## src/rtl/mem_arbiter_if.sv

```systemverilog
// Bundle of the two cache-side request ports and the shared memory-side port.
// slave: the arbiter's view. master: the surrounding controllers and memory.
interface mem_arbiter_if #(
  parameter int ADDR_W = 32,
  parameter int DATA_W = 64
);
  logic              p0_valid, p1_valid;
  logic              p0_rw, p1_rw;
  logic [ADDR_W-1:0] p0_addr, p1_addr;
  logic [DATA_W-1:0] p0_wdata, p1_wdata;
  logic              p0_lock, p1_lock;
  logic              p0_ready, p1_ready;
  logic [DATA_W-1:0] p_rdata;
  logic              mem_valid;
  logic              mem_rw;
  logic [ADDR_W-1:0] mem_addr;
  logic [DATA_W-1:0] mem_wdata;
  logic              mem_ready;
  logic [DATA_W-1:0] mem_rdata;

  modport slave (
    input  p0_valid, p1_valid, p0_rw, p1_rw, p0_addr, p1_addr,
           p0_wdata, p1_wdata, p0_lock, p1_lock, mem_ready, mem_rdata,
    output p0_ready, p1_ready, p_rdata, mem_valid, mem_rw, mem_addr, mem_wdata
  );

  modport master (
    output p0_valid, p1_valid, p0_rw, p1_rw, p0_addr, p1_addr,
           p0_wdata, p1_wdata, p0_lock, p1_lock, mem_ready, mem_rdata,
    input  p0_ready, p1_ready, p_rdata, mem_valid, mem_rw, mem_addr, mem_wdata
  );
endinterface

```

## src/rtl/mem_arbiter.sv

```systemverilog
// Round-robin arbiter sharing one memory port between the D-cache (port 0) and
// I-cache (port 1); a per-port lock keeps write-back + refill pairs atomic.
module mem_arbiter #(
  parameter int ADDR_W = 32,
  parameter int DATA_W = 64
) (
  input  logic           clk,
  input  logic           rst,
  mem_arbiter_if.slave   bus
);
  typedef enum logic [1:0] {IDLE, BUSY, HOLD} state_t;

  typedef struct packed {
    logic              rw;
    logic [ADDR_W-1:0] addr;
    logic [DATA_W-1:0] wdata;
  } req_t;

  state_t          state, state_nx;
  logic            owner, owner_nx;
  logic            last_grant, last_nx;
  logic            grant, gnt_port, done;
  logic            mem_valid_q;
  req_t            mem_req;
  req_t [1:0]      req;
  logic [1:0]      valid, lock;

  assign valid  = {bus.p1_valid, bus.p0_valid};
  assign lock   = {bus.p1_lock, bus.p0_lock};
  assign req[0] = {bus.p0_rw, bus.p0_addr, bus.p0_wdata};
  assign req[1] = {bus.p1_rw, bus.p1_addr, bus.p1_wdata};

  always_comb begin
    state_nx = state;
    owner_nx = owner;
    last_nx  = last_grant;
    grant    = 1'b0;
    gnt_port = owner;
    done     = 1'b0;
    case (state)
      IDLE: begin
        if (|valid) begin
          // on a tie the port that did not win last time goes first
          gnt_port = (&valid) ? ~last_grant : valid[1];
          grant    = 1'b1;
          owner_nx = gnt_port;
          last_nx  = gnt_port;
          state_nx = BUSY;
        end
      end
      BUSY: begin
        if (bus.mem_ready) begin
          done     = 1'b1;
          state_nx = lock[owner] ? HOLD : IDLE;
        end
      end
      HOLD: begin
        // only the lock owner may be served; round-robin history is untouched
        if (valid[owner]) begin
          grant    = 1'b1;
          state_nx = BUSY;
        end else if (!lock[owner]) begin
          state_nx = IDLE;
        end
      end
      default: state_nx = IDLE;
    endcase
  end

  always_ff @(posedge clk) begin
    if (rst) begin
      state       <= IDLE;
      owner       <= 1'b0;
      last_grant  <= 1'b1;
      mem_valid_q <= 1'b0;
      mem_req     <= '0;
    end else begin
      state       <= state_nx;
      owner       <= owner_nx;
      last_grant  <= last_nx;
      mem_valid_q <= grant | (mem_valid_q & ~done);
      if (grant) mem_req <= req[gnt_port];
    end
  end

  assign bus.mem_valid = mem_valid_q;
  assign bus.mem_rw    = mem_req.rw;
  assign bus.mem_addr  = mem_req.addr;
  assign bus.mem_wdata = mem_req.wdata;
  assign bus.p0_ready  = done & ~owner & ~rst;
  assign bus.p1_ready  = done &  owner & ~rst;
  assign bus.p_rdata   = bus.mem_rdata;
endmodule

```

## src/flat_wrapper.sv

```systemverilog
// flat-port wrapper written by rule: the top's interface ports become plain ports
module mem_arbiter_flat 
#(
  parameter int ADDR_W = 32,
  parameter int DATA_W = 64
)
  (clk, rst, bus_p0_valid, bus_p1_valid, bus_p0_rw, bus_p1_rw, bus_p0_addr, bus_p1_addr, bus_p0_wdata, bus_p1_wdata, bus_p0_lock, bus_p1_lock, bus_mem_ready, bus_mem_rdata, bus_p0_ready, bus_p1_ready, bus_p_rdata, bus_mem_valid, bus_mem_rw, bus_mem_addr, bus_mem_wdata);
  mem_arbiter_if #(.ADDR_W(ADDR_W), .DATA_W(DATA_W)) bus_i ();
  input  logic clk;
  input  logic rst;
  input wire logic [$bits(bus_i.p0_valid)-1:0] bus_p0_valid;
  input wire logic [$bits(bus_i.p1_valid)-1:0] bus_p1_valid;
  input wire logic [$bits(bus_i.p0_rw)-1:0] bus_p0_rw;
  input wire logic [$bits(bus_i.p1_rw)-1:0] bus_p1_rw;
  input wire logic [$bits(bus_i.p0_addr)-1:0] bus_p0_addr;
  input wire logic [$bits(bus_i.p1_addr)-1:0] bus_p1_addr;
  input wire logic [$bits(bus_i.p0_wdata)-1:0] bus_p0_wdata;
  input wire logic [$bits(bus_i.p1_wdata)-1:0] bus_p1_wdata;
  input wire logic [$bits(bus_i.p0_lock)-1:0] bus_p0_lock;
  input wire logic [$bits(bus_i.p1_lock)-1:0] bus_p1_lock;
  input wire logic [$bits(bus_i.mem_ready)-1:0] bus_mem_ready;
  input wire logic [$bits(bus_i.mem_rdata)-1:0] bus_mem_rdata;
  output wire logic [$bits(bus_i.p0_ready)-1:0] bus_p0_ready;
  output wire logic [$bits(bus_i.p1_ready)-1:0] bus_p1_ready;
  output wire logic [$bits(bus_i.p_rdata)-1:0] bus_p_rdata;
  output wire logic [$bits(bus_i.mem_valid)-1:0] bus_mem_valid;
  output wire logic [$bits(bus_i.mem_rw)-1:0] bus_mem_rw;
  output wire logic [$bits(bus_i.mem_addr)-1:0] bus_mem_addr;
  output wire logic [$bits(bus_i.mem_wdata)-1:0] bus_mem_wdata;
  assign bus_i.p0_valid = bus_p0_valid;
  assign bus_i.p1_valid = bus_p1_valid;
  assign bus_i.p0_rw = bus_p0_rw;
  assign bus_i.p1_rw = bus_p1_rw;
  assign bus_i.p0_addr = bus_p0_addr;
  assign bus_i.p1_addr = bus_p1_addr;
  assign bus_i.p0_wdata = bus_p0_wdata;
  assign bus_i.p1_wdata = bus_p1_wdata;
  assign bus_i.p0_lock = bus_p0_lock;
  assign bus_i.p1_lock = bus_p1_lock;
  assign bus_i.mem_ready = bus_mem_ready;
  assign bus_i.mem_rdata = bus_mem_rdata;
  assign bus_p0_ready = bus_i.p0_ready;
  assign bus_p1_ready = bus_i.p1_ready;
  assign bus_p_rdata = bus_i.p_rdata;
  assign bus_mem_valid = bus_i.mem_valid;
  assign bus_mem_rw = bus_i.mem_rw;
  assign bus_mem_addr = bus_i.mem_addr;
  assign bus_mem_wdata = bus_i.mem_wdata;
  mem_arbiter #(.ADDR_W(ADDR_W), .DATA_W(DATA_W)) u_core (.clk(clk), .rst(rst), .bus(bus_i));
endmodule
```

## config.mk

```make
export PLATFORM = sky130hd
export DESIGN_NAME = mem_arbiter_flat
export DESIGN_NICKNAME = d
export VERILOG_FILES = /design/src/rtl/mem_arbiter_if.sv /design/src/rtl/mem_arbiter.sv /design/src/flat_wrapper.sv
export SDC_FILE = /design/constraint.sdc
export NUM_CORES = 1
export LEC_CHECK = 0
export ABC_AREA = 0
export CORE_AREA = 2 2 165 167
export CTS_CLUSTER_SIZE = 24
export DETAILED_ROUTE_END_ITERATION = 16
export DIE_AREA = 0 0 167 169
export GPL_TIMING_DRIVEN = 0
export PLACE_DENSITY = 0.6
export SLEW_MARGIN = 20
export SYNTH_ARGS = -nofsm -noshare
export SYNTH_HDL_FRONTEND = slang
export SYNTH_SLANG_ARGS = --single-unit
```

## constraint.sdc

```tcl
create_clock -name clk -period 3.98 [get_ports clk]
set_clock_uncertainty 0.2 [all_clocks]
set_input_delay 0.398 -clock clk [delete_from_list [all_inputs] [get_ports clk]]
set_output_delay 0.398 -clock clk [all_outputs]
set_load 0.01 [all_outputs]
```

# After elaboration in Yosys (flattened, before gate mapping)
# Cells that the tools add are included.
# totals
reg_bits,102
elab_cells,49
inputBits,265
output_inout_bits,164
# op_classes
n_lt_le_gt_ge,2
eq_ne,5
bitwise,10
mux,20
reduce_logical,5
# op_table
operator,n
$mux 97,2
$mux 1,11
$mux 2,5
$pmux 2 s3,1
$and 1x1->1,5
$lt 1x2->1 const B,2
$not 1->1,4
$reduce_and 2->1,2
$ne 3x3->1 const B,1
$reduce_and 3->1,1
$eq 2x1->1 const B,1
$eq 2x2->1 const B,1
$logic_not 2->1,1
$ne 2x1->1 const B,1
$ne 2x2->1 const B,1
$pmux 1 s2,1
$reduce_or 2->1,1
$or 1x1->1,1

# Depth between registers and ports, before layout
# Gate-level depths: netlist of run 1.
# logic_depth
word_depth,6
depth_mapped,7
ltp_nobuf,4

# Least setup slack after synthesis of run 1
# No wires, ideal clock.
# synth_path
path_type,input to register
from,input bus_p0_valid
to,"register u_core.mem_req, in the netlist u_core.bus.mem_addr[28]"
t_arrival_ps,1556
path_slack_ps,2082
path_buffers,3
cell_stages,7
required_time_ps,3638
setup_ps,142
cell_sequence,or3b_1 a22o_1 buf_2 buf_4 buf_2 nand2_1 a311oi_1
# synth_between
elab_chain_len,6
word_cells_on_any_way,12
# synth_lines
element,line,source
from (decl),flat_wrapper.sv:11,input wire logic [$bits(bus_i.p0_valid)-1:0] bus_p0_valid;
$reduce_and 2->1,mem_arbiter.sv:44,gnt_port = (&valid) ? ~last_grant : valid[1];
$mux 1,mem_arbiter.sv:44,
$mux 1,mem_arbiter.sv:42,if (|valid) begin
$mux 1,mem_arbiter.sv:40,case (state)
$mux 97 (not written as such) (2 in a row),mem_arbiter.sv:82,if (grant) mem_req <= req[gnt_port];
to (signal assigned),mem_arbiter.sv:82,
to (decl),mem_arbiter.sv:24,req_t mem_req;
# Parallel ways exist; a longest one is shown, timed or not. The select of a mux whose other input is x is not followed.
# A chain may end at the register's enable or synchronous reset.

# Worst setup path after layout of run 1
# layout_path
from,input bus_p0_valid
to,"register u_core.mem_req, in the netlist u_core.bus.mem_wdata[33]"
# The elaborated chain is that of the path after synthesis.

==> results.md, run 1 <==
- Clk slew on worst S/H paths: 0.08 ns
- Pre-Repair DR Iteration Count: 4
- Worst Hold Path EP: u_core.bus.mem_wdata[19]
- CTS tree: yes
- Commonest cells post-synth: nand2_1 (195), dfxtp_1 (102), nor2_1 (102), a311oi_1 (97), buf_4 (71)
- Yosys top cell by area: dfxtp_1
- Critical path required time: approximately 4.0 ns
- Outcome: complete, no violations
- Initial core utilization: between 10% and 20%
- Max-Cap Viols: 0
- Rows: 60
- Critical Path AT: 2.88 ns
- Share of cells above drive strength 1: between 10% and 20%
- Sink Count: a little over 100
- Slew @ Worst Pin: about 0.9 ns
- First-pass GRT wire length: about 34 mm
- Max Freq: around 340 MHz
- Die Wd: 167 um
- Fin util: between 30% and 40%
- Final nets: 1,270
- PD cells: ~360 mW/mm^2
- Setup CP Type: input port to flip-flop
- Worst slew margin: roughly two fifths
- #FFs+latches synth: 102
- Post-route cell area: roughly 0.0093 sq mm
- Post-CTS sizing: 0
- Final setup viols: 0
- CTS Root Cell: clkbuf_16
- Antenna cells: 0
- Vias: between 5,000 and 6,000
- Buffer depth of the longest clock path: 2
- Fin crit period: ~2.9 ns
- Critical Path Fanout Max: 10
- Drt initial violations: ~250
- Cell with the most instances after synthesis: nand2_1
- Met2 GRT Util: 28.3%
- Reg-to-reg critical path endpoint: u_core.bus.mem_wdata[33]
- Core ar.: approximately 0.027 sq mm
- R2R cell count: 6
- Startpoint types: input port
- Setup WS post-layout: around 1.1 ns
- # H-tree levels: 3
- Gr usage total: between 15 and 20%
- WP buf/inv: 3
- Initial antenna violation count: 0
- Post-synth top flop: dfxtp_1
- Remaining DRCs: 0
- M3 GR Usage: around 2.9%
- Top cells by area, synth: dfxtp_1 (42%), a311oi_1 (17%), nand2_1 (15%)
- CP top delay family: buffers and inverters
- I/O pin total: 429
- Crit-path cells: clkdlybuf4s50_1, mux2i_1, a211oi_2, buf_4, clkbuf_1, a311oi_1
- Vias in the first global route: between 5,000 and 6,000
- Share of the synthesized area in the top cell type: a little over two fifths
- Met1 Track Usage GR: between 10% and 20%
- Remaining Overflow, GRT: 0
- Seq/Total Area, Yosys: a little over two fifths
- WHS Path Cells: 2
- Static leakage: approximately 0.0036 uW
- Hold path startpoint: u_core.bus.mem_wdata[19]
- Number of synthesized flops with an enable pin: 0
- Wire length per cell: around 17 um
- Synthesized area: a little under 0.005 sq mm
- Avg Synthesized Cell Area: between 7 and 8 sq um
- Synthesized net count: about 900
- Setup bufs post-CTS: 0
- Syn. warnings: 0
- Num CTS Buffers: 9
- Pre-CTS WS: 0.552 ns
- Largest net degree at the start of global routing: 19
- Mapped Cells: ~630
- Max Slew Vio Count: 0
- Slowest stage delay, CP: around 0.7 ns
- Die Y: roughly 170 um
- Worst Setup End Kind: flip-flop
- Antenna viol nets, final: 0
- Busiest grt layer: met2
- Final WL: around 24 mm
- Hold-fix buffers at CTS: 0
- Worst hold slack: roughly 0.30 ns
- Final HPWL from detailed placement: between 15 and 20 mm
- Hold Path Class: flip-flop to flip-flop
- Clk_lat worst skew: between 0.3 and 0.4 ns
- Critical-path top delay cell: a211oi_2
- Tcrit/Tclk final: ~73%
- RSZ-0062 raised after global routing: no
- Die ar.: 0.0282 sq mm
- Cell variety after synth: 22
- Setup TNS Final: 0 ns
- GP Congestion: 0.854
- Worst R2R Setup Slack: approximately 1.2 ns
- Placed standard-cell area: approximately 0.009 sq mm
- Vias per std cell: around 4.4
- Final hold violations: 0
- P&R area growth vs syn: 89.1%
- Ys async rst share: 0%
- Worst VDD drop: ~160 uV
- Port Buf Inserts: about 360
-- flip-flops by register name, summed over array words and instances, names as in the netlist, named ones only --
register	cells
u_core.bus.mem_wdata	64
u_core.bus.mem_addr	32
u_core.state	2
u_core.bus.mem_rw	1
u_core.bus.mem_valid	1
u_core.last_grant	1
-- cells by family after synthesis --
logic type | synth area share, %
flip-flops | 41.7
AND/OR/NAND/NOR | 24.0
multiplexers | 0.409
buffers and inverters | 15.2
AO/OA/AOI/OAI | 18.7
-- report_power, final --
part / switching [uW] / leakage, uW / internal (uW)
Sequential: 66.9 / 0.000848 / 1140
Combinational: 512 / 0.00264 / 617
Clock: 462 / 0.000153 / 499
-- metrics by stage --
stage | cells | total power, uW
after global routing | 1351 | 3480
after detailed placement | 1335 | 2380
after floorplan | 631 | 1710
final | 1351 | 3300
after CTS | 1351 | 3360
after global placement | 1335 | 2370
-- metal layers --
| layer | up-vias | wire, um | part of all wire, % |
|---|---|---|---|
| met1 | 2746 | 9860 | 42 |
| met2 | 275 | 11700 | 50 |
| li1 | 2851 | - | - |
| met3 | 23 | 1410 | 6.0 |
| met5 | - | 0 | 0 |
| met4 | 0 | 518 | 2.2 |
-- area by class of cell --
class / count / area, sq um
multi-input combinational: 410 / 2110
tap: 341 / 427
buffer: 119 / 744
fill: 2783 / 17200
timing repair buffer: 363 / 3630
sequential: 102 / 2040
clock inverter: 7 / 77.6
clock buffer: 9 / 225
-- worst reg2reg max path, cell delays in order (launching register included) --
cell	delay (ns)
dfxtp_1	0.30
buf_4	0.16
mux2i_1	0.15
a211oi_2	0.70
buf_4	0.36
clkbuf_1	0.59
a311oi_1	0.19
-- how the worst max path moves through the flow --
stage                                to          from  cells after the start  slack, ns
6_report       u_core.bus.mem_wdata[33]  bus_p0_valid                      6       1.08
2_1_floorplan   u_core.bus.mem_addr[28]  bus_p0_valid                      7       2.08
5_1_grt        u_core.bus.mem_wdata[38]  bus_p0_valid                      6       0.80
3_3_place_gp   u_core.bus.mem_wdata[39]  bus_p0_valid                      6       0.60
3_5_place_dp   u_core.bus.mem_wdata[35]  bus_p0_valid                      6       0.55
4_1_cts        u_core.bus.mem_wdata[38]  bus_p0_valid                      6       0.92
-- cells in the final DEF, fill, tap and decap left out, types with 2 or more instances in the layout --
cell type / Yosys / final
clkdlybuf4s50_1: 0 / 363
nand2_1: 195 / 195
nor2_1: 102 / 102
dfxtp_1: 102 / 102
a311oi_1: 97 / 97
buf_4: 71 / 71
clkbuf_1: 26 / 26
buf_2: 19 / 19
clkbuf_16: 0 / 9
inv_6: 0 / 3
nand3b_1: 2 / 2
nor3b_1: 2 / 2
mux2i_1: 2 / 2
buf_1: 2 / 2
clkinv_2: 0 / 2
No activity file was read; power rests on OpenSTA's default activity.
==> run 2: changes to the inputs <==
--- a/config.mk
+++ b/config.mk
@@ -6,12 +6,12 @@
 export NUM_CORES = 1
 export LEC_CHECK = 0
 export ABC_AREA = 0
-export CORE_AREA = 2 2 165 167
+export CORE_AREA = 2 2 168 170
 export CTS_CLUSTER_SIZE = 24
 export DETAILED_ROUTE_END_ITERATION = 16
-export DIE_AREA = 0 0 167 169
+export DIE_AREA = 0 0 170 172
 export GPL_TIMING_DRIVEN = 0
-export PLACE_DENSITY = 0.6
+export PLACE_DENSITY = 0.61
 export SLEW_MARGIN = 20
 export SYNTH_ARGS = -nofsm -noshare
 export SYNTH_HDL_FRONTEND = slang
==> constraint.sdc (replaced) <==
create_clock -name clk -period 2.6 [get_ports clk]
set_clock_uncertainty 0.2 [all_clocks]
set_input_delay 0.26 -clock clk [delete_from_list [all_inputs] [get_ports clk]]
set_output_delay 0.26 -clock clk [all_outputs]
set_load 0.01 [all_outputs]
==> results.md, run 2 (synthesis gave the netlist of run 1 again) <==
- Busiest grt layer: met2
- Setup bufs post-CTS: 0
- Critical Path AT: around 2.4 ns
- Met2 GRT Util: 26.1%
- Final WL: approximately 23 mm
- Sw Share: 31.2%
- Remaining DRCs: 0
- Share of cells above drive strength 1: 11.4%
- Clk slew on worst S/H paths: roughly 0.090 ns
- Vias in the first global route: around 5,800
- Antenna viol nets, final: 0
- Max-Cap Viols: 0
- Critical Path Fanout Max: 10
- CP top delay family: buffers and inverters
- Startpoint types: flip-flop
- Reg area: a little over 0.002 sq mm
- GP Congestion: approximately 0.80
- Worst Setup End Kind: flip-flop
- Setup CP Type: flip-flop to flip-flop
- Hold-fix buffers at CTS: 0
- Pre-CTS WS: -0.548 ns
- Commonest non-fill, non-tap cell in the layout: clkdlybuf4s50_1
- Post-Layout Cell Count: 1,357
- Max Freq: slightly above 400 MHz
- CTS Root Cell: clkbuf_16
- Slowest stage delay, CP: 0.50 ns
- Setup WS post-layout: 0.167 ns
- Wire length per cell: ~17 um
- Final nets: ~1,300
- Inst Count DP: around 1,300
- WP buf/inv: 3
- Die ar.: about 0.029 sq mm
- Area of the multi-input gates: approximately 0.0021 sq mm
- # H-tree levels: 3
- Worst R2R Setup Slack: between 0.15 and 0.2 ns
- Tcrit/Tclk final: around 94%
- Crit-path cells: buf_4, mux2i_1, a211oi_4, buf_4, clkbuf_1, a311oi_1
- Commonest non-fill, non-tap cells in the layout: clkdlybuf4s50_1 (363), nand2_1 (195), nor2_1 (102), dfxtp_1 (102), a311oi_1 (97)
- Largest net degree at the start of global routing: 17
- Hold Path Class: input port to flip-flop
- Filler cell count: about 2,900
- Cell repeated most along the worst path: buf_4
- Fin crit period: around 2.4 ns
- P&R area growth vs syn: 89.3%
- Worst Hold Path EP: u_core.bus.mem_wdata[21]
- Final hold violations: 0
- Die Wd: between 150 and 200 um
- PD cells: around 540 mW/mm^2
- Clk_lat worst skew: roughly 0.36 ns
- Initial core utilization: between 10% and 20%
- Remaining Overflow, GRT: 0
- M3 GR Usage: between 3 and 4%
- Pre-Repair DR Iteration Count: 4
- Sw Pwr: around 1600 uW
- Rows: a little over 60
- Die Y: about 170 um
- Reg-to-reg critical path endpoint: u_core.bus.mem_wdata[60]
- Num CTS Buffers: 9
- I/O pin total: approximately 430
- Met1 Track Usage GR: around 18%
- Worst slew margin: 51.6%
- Hold path startpoint: bus_p0_wdata[21]
- Final setup viols: 0
- Outcome: complete, no violations
- Worst hold slack: approximately 0.27 ns
- Core ar.: ~0.027 sq mm
- First-pass GRT wire length: 33.1 mm
- Critical-path top delay cell: a211oi_4
- Static leakage: around 0.0037 uW
- Internal: between 3000 and 4000 uW
- CTS tree: yes
- WHS Path Cells: 3
- Final HPWL from detailed placement: about 18 mm
- Slew @ Worst Pin: 0.727 ns
- Overall Power: 5010 uW
- Largest register FFs: between 60 and 70
- Max Slew Vio Count: 0
- Buffer depth of the longest clock path: 2
- Vias per std cell: 4.35
- Logic pwr share: a little over a third
- Clk network pwr share: about 28%
- Critical path required time: ~2.6 ns
- Port Buf Inserts: between 300 and 400
- Sink Count: approximately 100
- Gr usage total: roughly 15%
- Initial antenna violation count: 1
- R2R cell count: 6
- RSZ-0062 raised after global routing: no
- Drt initial violations: 350
- Vias: slightly below 6,000
- Worst VDD drop: 281 uV
- Seq pwr share: between 30% and 40%
run 2: layout make-up:
class	count	area share, %
Tap cell	346	4.67
Antenna cell	1	0.0270
Sequential cell	102	22.0
Buffer	119	8.11
Clock buffer	10	2.47
Clock inverter	6	0.661
Timing Repair Buffer	363	39.2
Multi-Input combinational cell	410	22.8
run 2: worst register-to-register path, delay by kind of cell (launching register included):
| family | cells | cell delay (ns) |
|---|---|---|
| mux | 1 | 0.17 |
| flops | 1 | 0.31 |
| compound gates | 2 | 0.67 |
| buf+inv | 3 | 0.93 |
run 2: worst max-delay path by stage:
stage,from,end,slack (ns),cells after the start
detailed placement,bus_p0_valid,u_core.bus.mem_wdata[63],-0.55,6
global route,flip-flop,u_core.bus.mem_wdata[53],0.02,6
CTS,flip-flop,u_core.bus.mem_addr[28],0.01,6
finish,flip-flop,u_core.bus.mem_wdata[60],0.17,6
floorplan,u_core.state[1],u_core.bus.mem_addr[28],0.71,7
global placement,bus_p0_valid,u_core.bus.mem_wdata[37],-0.50,6
run 2: layer usage:
metal | vias to the layer above | part of all wire [%]
met4 | 0 | 1.8
met2 | 280 | 49
met3 | 25 | 7.4
met1 | 2751 | 41
met5 | - | 0
li1 | 2850 | -
run 2: power groups by stage:
stage	Combinational, uW	Sequential [uW]	Clock, uW
after floorplan	649	1960	0
after global placement	1750	1880	0
after detailed placement	1750	1890	0
after CTS	1760	1850	1470
after global routing	1880	1870	1540
final	1740	1850	1420
run 2: through the flow:
step           util, %  TNS (ns)  area, sq um
2_1_floorplan        -         0         4900
3_3_place_gp      32.6    -31.67         8960
3_5_place_dp      32.6    -32.59         8960
4_1_cts           33.7         0         9260
5_1_grt           33.7         0         9270
6_report          33.7         0         9270
run 2: timing repair:
item,in CTS,in global routing
pin swaps,0,0
resized for setup,2,8
setup endpoints to repair,73,40
==> run 3: changes to the inputs <==
==> constraint.sdc (replaced) <==
create_clock -name clk -period 2.6 [get_ports clk]
set_clock_uncertainty 0.2 [all_clocks]
set_input_delay 0.39 -clock clk [delete_from_list [all_inputs] [get_ports clk]]
set_output_delay 0.39 -clock clk [all_outputs]
set_load 0.01 [all_outputs]
==> results.md, run 3 (synthesis gave the netlist of run 1 again) <==
- Clk_lat worst skew: around 0.36 ns
- Critical Path AT: 2.52 ns
- Commonest non-fill, non-tap cells in the layout: clkdlybuf4s50_1 (363), nand2_1 (195), nor2_1 (102)
- Slew @ Worst Pin: between 0.7 and 0.8 ns
- Gr usage total: 14.9%
- Final nets: between 1,000 and 1,500
- Vias: 5,912
- Largest register FFs: 64
- Critical path required time: roughly 2.7 ns
- Placed standard-cell area: ~0.0090 sq mm
- P&R area growth vs syn: 89.9%
- Setup CP Type: input port to flip-flop
- Num CTS Buffers: 9
- Initial core utilization: about 18%
- Outcome: complete, no violations
- PD cells: 540 mW/mm^2
- I/O pin total: about 430
- Critical Path Fanout Max: 10
- # H-tree levels: 3
- Rows: between 60 and 70
- Initial antenna violation count: 1
- CTS tree: yes
- Worst R2R Setup Slack: around 0.19 ns
- Buffer depth of the longest clock path: 2
- Largest net degree at the start of global routing: 17
- Drt initial violations: between 300 and 400
- Hold Path Class: flip-flop to flip-flop
- Final HPWL from detailed placement: approximately 18 mm
- Tcrit/Tclk final: 95.3%
- WHS Path Cells: 2
- Worst VDD drop: 282 uV
- Die Y: between 150 and 200 um
- Setup TNS Final: 0 ns
- Remaining DRCs: 0
- Share of cells above drive strength 1: between 10% and 20%
- Pre-Repair DR Iteration Count: 4
- Die ar.: 0.0292 sq mm
- Remaining Overflow, GRT: 0
- Static leakage: ~0.0037 uW
- Sink Count: ~100
- Vias per std cell: between 4 and 5
- Worst Setup End Kind: flip-flop
- First-pass GRT wire length: 33.1 mm
- Filler cell count: about 2,900
- Final setup viols: 0
- Post-route cell area: between 0.009 and 0.01 sq mm
- Antenna viol nets, final: 0
- R2R cell count: 6
- RSZ-0062 raised after global routing: yes
- Clk slew on worst S/H paths: approximately 0.090 ns
- CTS Root Cell: clkbuf_16
- Max Freq: roughly 400 MHz
- Fin crit period: 2.48 ns
- Wire length per cell: 17.2 um
- Hold-fix buffers at CTS: 0
- Max-Cap Viols: 0
- Startpoint types: input port
- Port Buf Inserts: approximately 360
- Worst slew margin: between 50% and 60%
- Max Slew Vio Count: 0
- Core ar.: ~0.027 sq mm
- Vias in the first global route: a little under 6,000
- Final hold violations: 0
- Final WL: about 23 mm
- GP Congestion: about 0.8
- Die Wd: between 150 and 200 um
- Commonest non-fill, non-tap cell in the layout: clkdlybuf4s50_1
[run 3: cell count changes in the layout (fill, tap and decap cells not counted)]
cell	change
clkbuf_4	+1
clkbuf_1	-2
dfxtp_2	+1
nor3_1	-1
clkbuf_2	+1
nor3_2	+1
dfxtp_1	-1
buf_4	+2
[run 3: power by group]
group          internal (uW)  switching, uW  total [uW]
sequential              1750            100        1850
clock                    749            674        1420
combinational            954            789        1740
total                   3450           1560        5020
[run 3: area by class of cell]
type / instances / area (sq um) / share of cell area (%)
Timing Repair Buffer: 365 / 3650 / 39.2
Clock inverter: 6 / 61.3 / 0.659
Buffer: 119 / 757 / 8.14
Antenna cell: 1 / 2.50 / 0.0269
Sequential cell: 102 / 2040 / 22.0
Clock buffer: 10 / 229 / 2.46
Tap cell: 346 / 433 / 4.66
Multi-Input combinational cell: 410 / 2120 / 22.8
[run 3: routing by layer]
| metal | GRT usage (%) | vias up | wire length [um] |
|---|---|---|---|
| li1 | - | 2854 | - |
| met1 | 18.0 | 2762 | 9700 |
| met2 | 26.1 | 271 | 11500 |
| met3 | 3.62 | 25 | 1710 |
| met4 | 4.46 | 0 | 429 |
| met5 | 0 | - | 0 |
[run 3: critical path: stages]
cell	delay (ns)
clkdlybuf4s50_1	0.53
mux2i_1	0.14
a211oi_4	0.50
clkbuf_1	0.58
nor2_1	0.09
a311oi_1	0.27
[run 3: timing repair]
item | CTS | global route
gates cloned | 0 | 0
buffers inserted | 0 | 2
pin swaps | 0 | 1
setup endpoints to repair | 81 | 46
gates resized for setup | 4 | 12
[run 3: per-stage QoR]
| stage | worst slack [ns] | power (uW) | hold slack (ns) | std cells | util (%) |
|---|---|---|---|---|---|
| final | 0.123 | 5020 | 0.296 | 1359 | 33.8 |
| after global routing | -0.00560 | 5300 | 0.314 | 1358 | 33.8 |
| after CTS | 0.0126 | 5090 | 0.299 | 1356 | 33.7 |
| after detailed placement | -0.678 | 3640 | 0.275 | 1340 | 32.6 |
| after global placement | -0.626 | 3630 | 0.272 | 1340 | 32.6 |
| after floorplan | 0.710 | 2610 | 0.251 | 631 | - |
[run 3: path summary, 6_finish.rpt]
check | to | startpoint
max | u_core.bus.mem_wdata[24] | bus_p0_valid
min | u_core.bus.mem_valid | u_core.bus.mem_valid
min reg2reg | u_core.bus.mem_valid | u_core.bus.mem_valid
max reg2reg | u_core.bus.mem_wdata[24] | flip-flop
